$ cat src/rtl/blend_weight_seq.sv
// blend_weight_seq: handshaked generator of the static/flat blend weight pair.
// Out-of-range and degenerate threshold cases produce fixed weights in one
// cycle; in-range samples get w_f = floor(n*2^W_BW/d), clamped to full scale,
// from a restoring radix-2 divider that resolves one quotient bit per cycle.
module blend_weight_seq #(
  parameter int PIXEL_BW = 12,
  parameter int TH_BW    = 9,
  parameter int W_BW     = 8
) (
  input  logic                clk,
  input  logic                rst,
  input  logic                in_valid,
  output logic                in_ready,
  input  logic [PIXEL_BW:0]   diff,
  input  logic [TH_BW-1:0]    blend_th0,
  input  logic [TH_BW-1:0]    blend_th1,
  output logic                out_valid,
  input  logic                out_ready,
  output logic [W_BW-1:0]     w_s,
  output logic [W_BW-1:0]     w_f
);

  localparam int CNT_BW = (W_BW > 1) ? $clog2(W_BW + 1) : 1;

  typedef logic [PIXEL_BW:0] pix_t;
  typedef logic [CNT_BW-1:0] cnt_t;
  typedef logic [W_BW-1:0]   wgt_t;
  typedef logic [W_BW:0]     quo_t;

  localparam wgt_t S_FULL   = '1;
  localparam cnt_t CNT_LAST = cnt_t'(W_BW - 1);

  typedef enum logic [1:0] {IDLE, DIV, DONE} state_t;

  state_t           r_state;
  state_t           w_state_next;
  logic [TH_BW:0]   r_rem,  w_rem_next;
  quo_t             r_quo,  w_quo_next;
  cnt_t             r_cnt,  w_cnt_next;
  logic [TH_BW-1:0] r_den,  w_den_next;
  logic             r_ovf,  w_ovf_next;
  wgt_t             r_w_s,  w_w_s_next;
  wgt_t             r_w_f,  w_w_f_next;

  // Threshold comparison against the live inputs; only used on the accept cycle.
  pix_t             w_th0_ext;
  pix_t             w_th1_ext;
  logic             w_lt;
  logic             w_gt;
  logic [TH_BW-1:0] w_n;
  logic [TH_BW-1:0] w_d;

  assign w_th0_ext = pix_t'(blend_th0);
  assign w_th1_ext = pix_t'(blend_th1);
  assign w_lt      = (diff < w_th0_ext);
  assign w_gt      = (diff > w_th1_ext);
  // In range means diff <= th1 < 2^TH_BW, so the low TH_BW bits of diff are exact.
  assign w_n       = diff[TH_BW-1:0] - blend_th0;
  assign w_d       = blend_th1 - blend_th0;

  // One restoring-division step. The remainder never exceeds d before the
  // shift, so the doubled value still fits TH_BW+1 bits.
  logic [TH_BW:0] w_rem_sh;
  logic [TH_BW:0] w_den_ext;
  logic           w_qbit;
  logic [TH_BW:0] w_rem_step;
  quo_t           w_q_shift;
  wgt_t           w_q_sat;

  assign w_rem_sh   = r_rem << 1;
  assign w_den_ext  = {1'b0, r_den};
  assign w_qbit     = (w_rem_sh >= w_den_ext);
  assign w_rem_step = w_qbit ? (w_rem_sh - w_den_ext) : w_rem_sh;
  assign w_q_shift  = (r_quo << 1) | quo_t'(w_qbit);
  // n == d would need a quotient of 2^W_BW; the flag pins it to full scale.
  assign w_q_sat    = (r_ovf || w_q_shift[W_BW]) ? S_FULL : w_q_shift[W_BW-1:0];

  assign in_ready  = (r_state == IDLE) && !rst;
  assign out_valid = (r_state == DONE);
  assign w_s       = r_w_s;
  assign w_f       = r_w_f;

  // Next-state and datapath decisions; every register holds by default.
  always_comb begin
    w_state_next = r_state;
    w_rem_next   = r_rem;
    w_quo_next   = r_quo;
    w_cnt_next   = r_cnt;
    w_den_next   = r_den;
    w_ovf_next   = r_ovf;
    w_w_s_next   = r_w_s;
    w_w_f_next   = r_w_f;
    case (r_state)
      IDLE: begin
        if (in_valid && in_ready) begin
          case ({w_gt, w_lt})
            2'b01: begin
              w_w_s_next   = S_FULL;
              w_w_f_next   = '0;
              w_state_next = DONE;
            end
            2'b10: begin
              w_w_s_next   = '0;
              w_w_f_next   = S_FULL;
              w_state_next = DONE;
            end
            2'b11: begin
              // Only reachable with inverted thresholds (th1 < th0).
              w_w_s_next   = '0;
              w_w_f_next   = '0;
              w_state_next = DONE;
            end
            default: begin
              if (w_d == '0) begin
                w_w_s_next   = S_FULL;
                w_w_f_next   = '0;
                w_state_next = DONE;
              end else begin
                w_rem_next   = {1'b0, w_n};
                w_quo_next   = '0;
                w_cnt_next   = '0;
                w_den_next   = w_d;
                w_ovf_next   = (w_n == w_d);
                w_state_next = DIV;
              end
            end
          endcase
        end
      end
      DIV: begin
        w_rem_next = w_rem_step;
        w_quo_next = w_q_shift;
        w_cnt_next = r_cnt + cnt_t'(1);
        if (r_cnt == CNT_LAST) begin
          w_w_f_next   = w_q_sat;
          w_w_s_next   = S_FULL - w_q_sat;
          w_state_next = DONE;
        end
      end
      DONE: begin
        // Returning to IDLE first means no accept can share this cycle.
        if (out_ready) begin
          w_state_next = IDLE;
        end
      end
      default: begin
        w_state_next = IDLE;
      end
    endcase
  end

  // State register; reset aborts any sample in flight.
  always_ff @(posedge clk) begin
    if (rst) begin
      r_state <= IDLE;
    end else begin
      r_state <= w_state_next;
    end
  end

  // Datapath and output weight registers.
  always_ff @(posedge clk) begin
    if (rst) begin
      r_rem <= '0;
      r_quo <= '0;
      r_cnt <= '0;
      r_den <= '0;
      r_ovf <= 1'b0;
      r_w_s <= '0;
      r_w_f <= '0;
    end else begin
      r_rem <= w_rem_next;
      r_quo <= w_quo_next;
      r_cnt <= w_cnt_next;
      r_den <= w_den_next;
      r_ovf <= w_ovf_next;
      r_w_s <= w_w_s_next;
      r_w_f <= w_w_f_next;
    end
  end

endmodule
$ cat config.mk
export PLATFORM = sky130hd
export DESIGN_NAME = blend_weight_seq
export DESIGN_NICKNAME = d
export VERILOG_FILES = /design/src/rtl/blend_weight_seq.sv
export SDC_FILE = /design/constraint.sdc
export NUM_CORES = 1
export LEC_CHECK = 0
export ABC_CLOCK_PERIOD_IN_PS = 3490
export CORE_MARGIN = 1
export CORE_UTILIZATION = 40
export CTS_CLUSTER_SIZE = 14
export DETAILED_ROUTE_END_ITERATION = 6
export PLACE_DENSITY = 0.58
export SYNTH_ARGS = -nofsm -noshare
export SYNTH_HDL_FRONTEND = slang
export SYNTH_SLANG_ARGS = --single-unit
$ cat constraint.sdc
create_clock -name clk -period 3.49 [get_ports clk]
set_input_delay 0.349 -clock clk [delete_from_list [all_inputs] [get_ports clk]]
set_output_delay 0.349 -clock clk [all_outputs]
set_load 0.01 [all_outputs]
# --- Yosys cells after proc, flatten, opt, wreduce, memory -nomap -nowiden ---
# Index checks and enable logic that the tools add are counted.
classes:
  n_bitwise: 3
  eq_ne: 14
  n_addsub: 5
  muxes: 30
  n_reduce_logical: 15
  magnitude_cmp: 3
ops:
  columns: ["op", "n"]
  rows:
  - ["$mux 8", 10]
  - ["$pmux 8 s2", 5]
  - ["$mux 9", 4]
  - ["$sub 9x9->9", 3]
  - ["$pmux 9 s2", 1]
  - ["$reduce_and 4->1", 4]
  - ["$gt 13x9->1", 1]
  - ["$lt 13x9->1", 1]
  - ["$mux 4", 3]
  - ["$ge 10x9->1", 1]
  - ["$mux 2", 5]
  - ["$eq 9x9->1", 1]
  - ["$logic_not 9->1", 1]
  - ["$or 9x1->9", 1]
  - ["$ne 4x2->1 const B", 2]
  - ["$pmux 4 s2", 1]
  - ["$sub 8x8->8 const A", 1]
  - ["$eq 2x2->1 const B", 3]
  - ["$ne 2x2->1 const B", 3]
  - ["$pmux 2 s3", 1]
  - ["$add 4x1->4 const B", 1]
  - ["$eq 2x1->1 const B", 2]
  - ["$eq 4x3->1 const B", 1]
  - ["$ne 2x1->1 const B", 2]
  - ["9 further kinds", 12]
word_totals:
  input_bits: 35
  ff_bits: 49
  word_cells: 78
  output_inout_bits: 18

# --- Longest topological paths before layout ---
logic_depth:
  depth_word: 7
  depth_mapped: 13
  mapped_depth_nobuf: 11

# --- Least setup slack after synthesis ---
# OpenSTA, ideal clock, no wires.
synth_timing:
  path_kind: "in2reg"
  from: "input port blend_th1[0]"
  to: "register r_w_f[6], in the netlist w_f[6]"
  arrival_ps: 2869
  t_required_ps: 3369
  slack_ps: 500
  n_path_buf: 2
  setup_ps: 121
  cell_stages: 13
  path_cell_list: "inv_1 ha_1 inv_1 fa_1 a21o_1 a221oi_2 xnor2_1 a2111oi_4 and3_1 buf_4 o21ai_4 buf_6 mux2_4"
synth_between:
  elab_chain_len: 6
  elab_cells_between_ends: 12
  cone_classes: "1 x add/sub; 1 x order compare; 4 x eq/ne; 3 x mux; 3 x reduce/logical"
synth_lines:
  columns: ["item", "line_no", "rtl"]
  rows:
  - ["start, declared", "16", "input logic [TH_BW-1:0] blend_th1,"]
  - ["$gt 13x9->1", "56", "assign w_gt = (diff > w_th1_ext);"]
  - ["$eq 2x2->1 or $eq 2x1->1 (tied branches)", "96", "case ({w_gt, w_lt})"]
  - ["$reduce_or 2->1 (no source line)", null, null]
  - ["$pmux 8 s2", "96", null]
  - ["$mux 8", "95", "if (in_valid && in_ready) begin"]
  - ["$pmux 8 s2", "93", "case (r_state)"]
  - ["end signal, assigned", "178", "r_w_f <= w_w_f_next;"]
  - ["end, declared", "43", "wgt_t r_w_f, w_w_f_next;"]
# Parallel ways exist; a longest one is shown, timed or not. The select of a mux whose other input is x is not followed.
# A chain may end at the register's enable or synchronous reset.

# --- Final worst setup path ---
layout_timing:
  from: "input port blend_th1[0]"
  to: "register r_w_s[5], in the netlist w_s[5]"
layout_between:
  elab_chain_len: 6
  elab_cells_between_ends: 12
  cone_classes: "1 x add/sub; 1 x order compare; 4 x eq/ne; 3 x mux; 3 x reduce/logical"
layout_lines:
  columns: ["item", "line_no", "rtl"]
  rows:
  - ["$gt 13x9->1", "56", null]
  - ["$eq 2x2->1", "96", null]
  - ["$reduce_or 2->1 (no source line)", null, null]
  - ["$pmux 8 s2", "96", null]
  - ["$mux 8", "95", null]
  - ["$pmux 8 s2", "93", null]
  - ["end signal, assigned", "177", "r_w_s <= w_w_s_next;"]
  - ["end, declared", "42", "wgt_t r_w_s, w_w_s_next;"]
# Parallel ways exist; a longest one is shown, timed or not. The select of a mux whose other input is x is not followed.

==> summary.txt <==
Power and ir drop
  – Sw Ratio: 32.6%
  – Combinational share of power: 32.8%
  – Maximum vdd drop: 0.145 mV
  – P_int: 0.942 mW
  – Clock power share: 25.8%
  – Seq pwr share: 41.4%
  – Pwr Total: 1.40 mW
  – Switching power: 0.456 mW
  – Pwr Density: 284 nW/um^2
  – Leakage: 1.98 nW

Timing
  – Final Worst Setup Slack: 327 ps
  – Least-Margin Pin Slew: 1000 ps
  – Final Hold Viols: 0
  – RSZ-0062 raised after global routing: no
  – Final setup fails: 0
  – Slew margin rel.: 33.1%
  – Period utilization: 90.6%
  – Tmin final: 3160 ps
  – Highest clock rate: 0.316 GHz
  – Hold WS: 462 ps
  – Max Clock Skew: 10.9 ps
  – TNS Setup: 0 ps
  – Fin. max-slew vios: 0

Logic synthesis
  – Synth Register Bits: 49
  – Net Count, Synth: 571
  – Mapped cell area: 4010 um^2
  – Ys async rst share: 0%
  – Synth area leader: dfxtp_1
  – Synth cell count leaders: dfxtp_1, a21oi_1, ha_1
  – Seq/Total Area, Yosys: 24.5%
  – Avg Inst Size Synth: 8.09 um^2
  – Ranking of synthesized cells by area: dfxtp_1, ha_1, a21oi_1
  – EDFF count, synth: 0
  – Top-area cell type share of the netlist area: 24.5%
  – Cells after Synth: 496
  – Synthesis Warnings: 0
  – Count of cell types in the netlist: 63
  – Count leader, synth: dfxtp_1
  – Prevailing post-synth register cell: dfxtp_1

GRT
  – Routing usage on met3: 2.05%
  – Grt ovf: 0
  – Initial antenna violation count: 0
  – Largest net degree at the start of global routing: 50
  – Vias in the first global route: 3,643
  – Busiest grt layer: met2
  – Global-route wire length before repair: 17,800 um
  – Met1 usage: 29.3%
  – All-Layer GR Usage: 21.8%
  – Met2 usage: 36.9%

Clock tree
  – Post_cts resized: 0
  – Postcts setup bufs: 0
  – H-tree depth: 2
  – Total clock sinks: 49
  – CTS root buf: clkbuf_8
  – Hold_buf cts: 0
  – Max clock buf depth: 2
  – CTS tree: built
  – Cts bufs inserted: 5
  – CTS clk-pin slew, worst paths: 100 ps
  – Clock latency on the worst-skew pair: 320 ps

Floorplan
  – Die width: 102 um
  – Die Span Y: 102 um
  – Core area: 9730 um^2
  – I/O pin cnt: 53
  – Die area: 10,400 um^2
  – Initial Util: 41.2%
  – FP Rows: 36

Route
  – DR iter-0 viols: 163
  – DRC viols: 0
  – Vias per inst: 5.51
  – TritonRoute pass-1 iters: 4
  – Vias: 3,827
  – Detailed Route WL: 10,600 um
  – Post-DR wirelength/cell: 15.3 um
  – Antenna Nets Post-Route: 0

Min path
  – Worst hold endpoint: w_s[2]
  – Hold Crit Start: w_s[2]
  – Min-Delay Path Class: reg2reg
  – Hold depth: 2

Worst setup path
  – Crit path kind: in2reg
  – Worst setup path start: blend_th1[0]
  – Startpoint types: input pin
  – WP data arrival: 3420 ps
  – Crit end category: flip-flop
  – Worst R2R Setup Slack: 560 ps
  – RR Startpoint: r_den[5]
  – Reg2Reg Capture Point: w_f[0]
  – Worst Reg-to-Reg Cells: 9
  – Crit-path max FO: 9
  – CP Data Required Time: 3750 ps

Flow run
  – Max Cap Viol: 0

Cells and area
  – N_diodes: 0
  – P&R area growth vs syn: 22.8%
  – Ratio of cells with drive above 1 in the final layout: 10.3%
  – Area taken by multi-input logic gates: 2790 um^2
  – Final core occ: 50.6%
  – Filler cells: 985
  – Nets: 635
  – FF/Latch Area: 981 um^2

Placement
  – Post-DP HPWL: 8430 um
  – Port bufs: 52
  – Pre-CTS setup slack: -12.7 ps
  – Gpl congestion: 0.814

Outcome
  – Status: finished, final reports clean
kinds of logic (layout without fill, tap and decap cells):
logic type               count (synthesis)  in the layout  share of synthesized area (%)
adder cells (fa/ha/maj)                 40             40                           13.0
flip-flops                              49             49                           24.5
multiplexers                            22             22                           5.83
AND/OR/NAND/NOR                        151            151                           19.7
buffers and inverters                   60            125                           5.96
AO/OA/AOI/OAI                          154            154                           26.3
XOR/XNOR                                20             20                           4.74
metrics by stage:
step,instance area [um^2],std cells
2_1_floorplan,4010,496
3_3_place_gp,4830,686
3_5_place_dp,4830,686
4_1_cts,4920,694
5_1_grt,4920,694
6_report,4920,694
power by group through the flow:
stage	clock network, mW	logic (mW)	registers, mW
5_1_grt	0.390	0.509	0.580
3_3_place_gp	0	0.453	0.591
4_1_cts	0.377	0.461	0.579
3_5_place_dp	0	0.458	0.591
6_report	0.361	0.458	0.578
2_1_floorplan	0	0.291	0.594
per-layer routing:
metal / vias to the layer above / part of all wire, %
met5: - / 0
met4: 0 / 0.96
met3: 4 / 2.7
met2: 76 / 48
met1: 1791 / 48
li1: 1956 / -
cell type report:
type,instances,share of cell area (%)
Inverter,35,2.67
Timing Repair Buffer,82,15.4
Tap cell,133,3.38
Sequential cell,49,19.9
Multi-Input combinational cell,387,56.7
Clock inverter,3,0.508
Clock buffer,5,1.40
worst max-delay path by stage:
stage | to
after floorplan | w_f[6]
after global placement | w_s[0]
after detailed placement | w_s[5]
after CTS | w_s[5]
after global routing | r_cnt[2]
final | w_s[5]
layout by cell type (no fill, tap or decap), types with 7 or more instances in the layout:
cell type,netlist,routed
ha_1,37,37
inv_1,35,35
nand2_1,33,33
xnor2_1,12,12
and3_1,7,7
nor3_1,11,11
a211oi_1,10,10
nand4_1,8,8
mux2i_1,14,14
nor2b_1,15,14
buf_4,1,29
o211ai_1,20,20
o21ai_0,26,26
nand3_1,13,13
dfxtp_1,49,49
nor2_1,28,28
xor2_1,7,7
a21oi_1,43,43
a31oi_1,9,9
nand2b_1,10,10
mux2_2,7,7
clkdlybuf4s50_1,0,52
flip-flops by register name, summed over array words and instances (netlist names):
name     count
r_cnt        4
r_ovf        1
r_den        9
w_f          8
r_state      2
r_rem        9
w_s          8
r_quo        8
worst max-delay path, cell delays in order:
cell	delay, ps
clkdlybuf4s50_1	420
inv_1	90
ha_1	140
inv_1	50
fa_1	390
a21o_1	210
a221oi_2	280
buf_4	170
a211oi_1	60
buf_4	180
and3_1	240
o21ai_4	360
buf_4	270
mux2i_1	200
No activity file was read; power rests on OpenSTA's default activity.
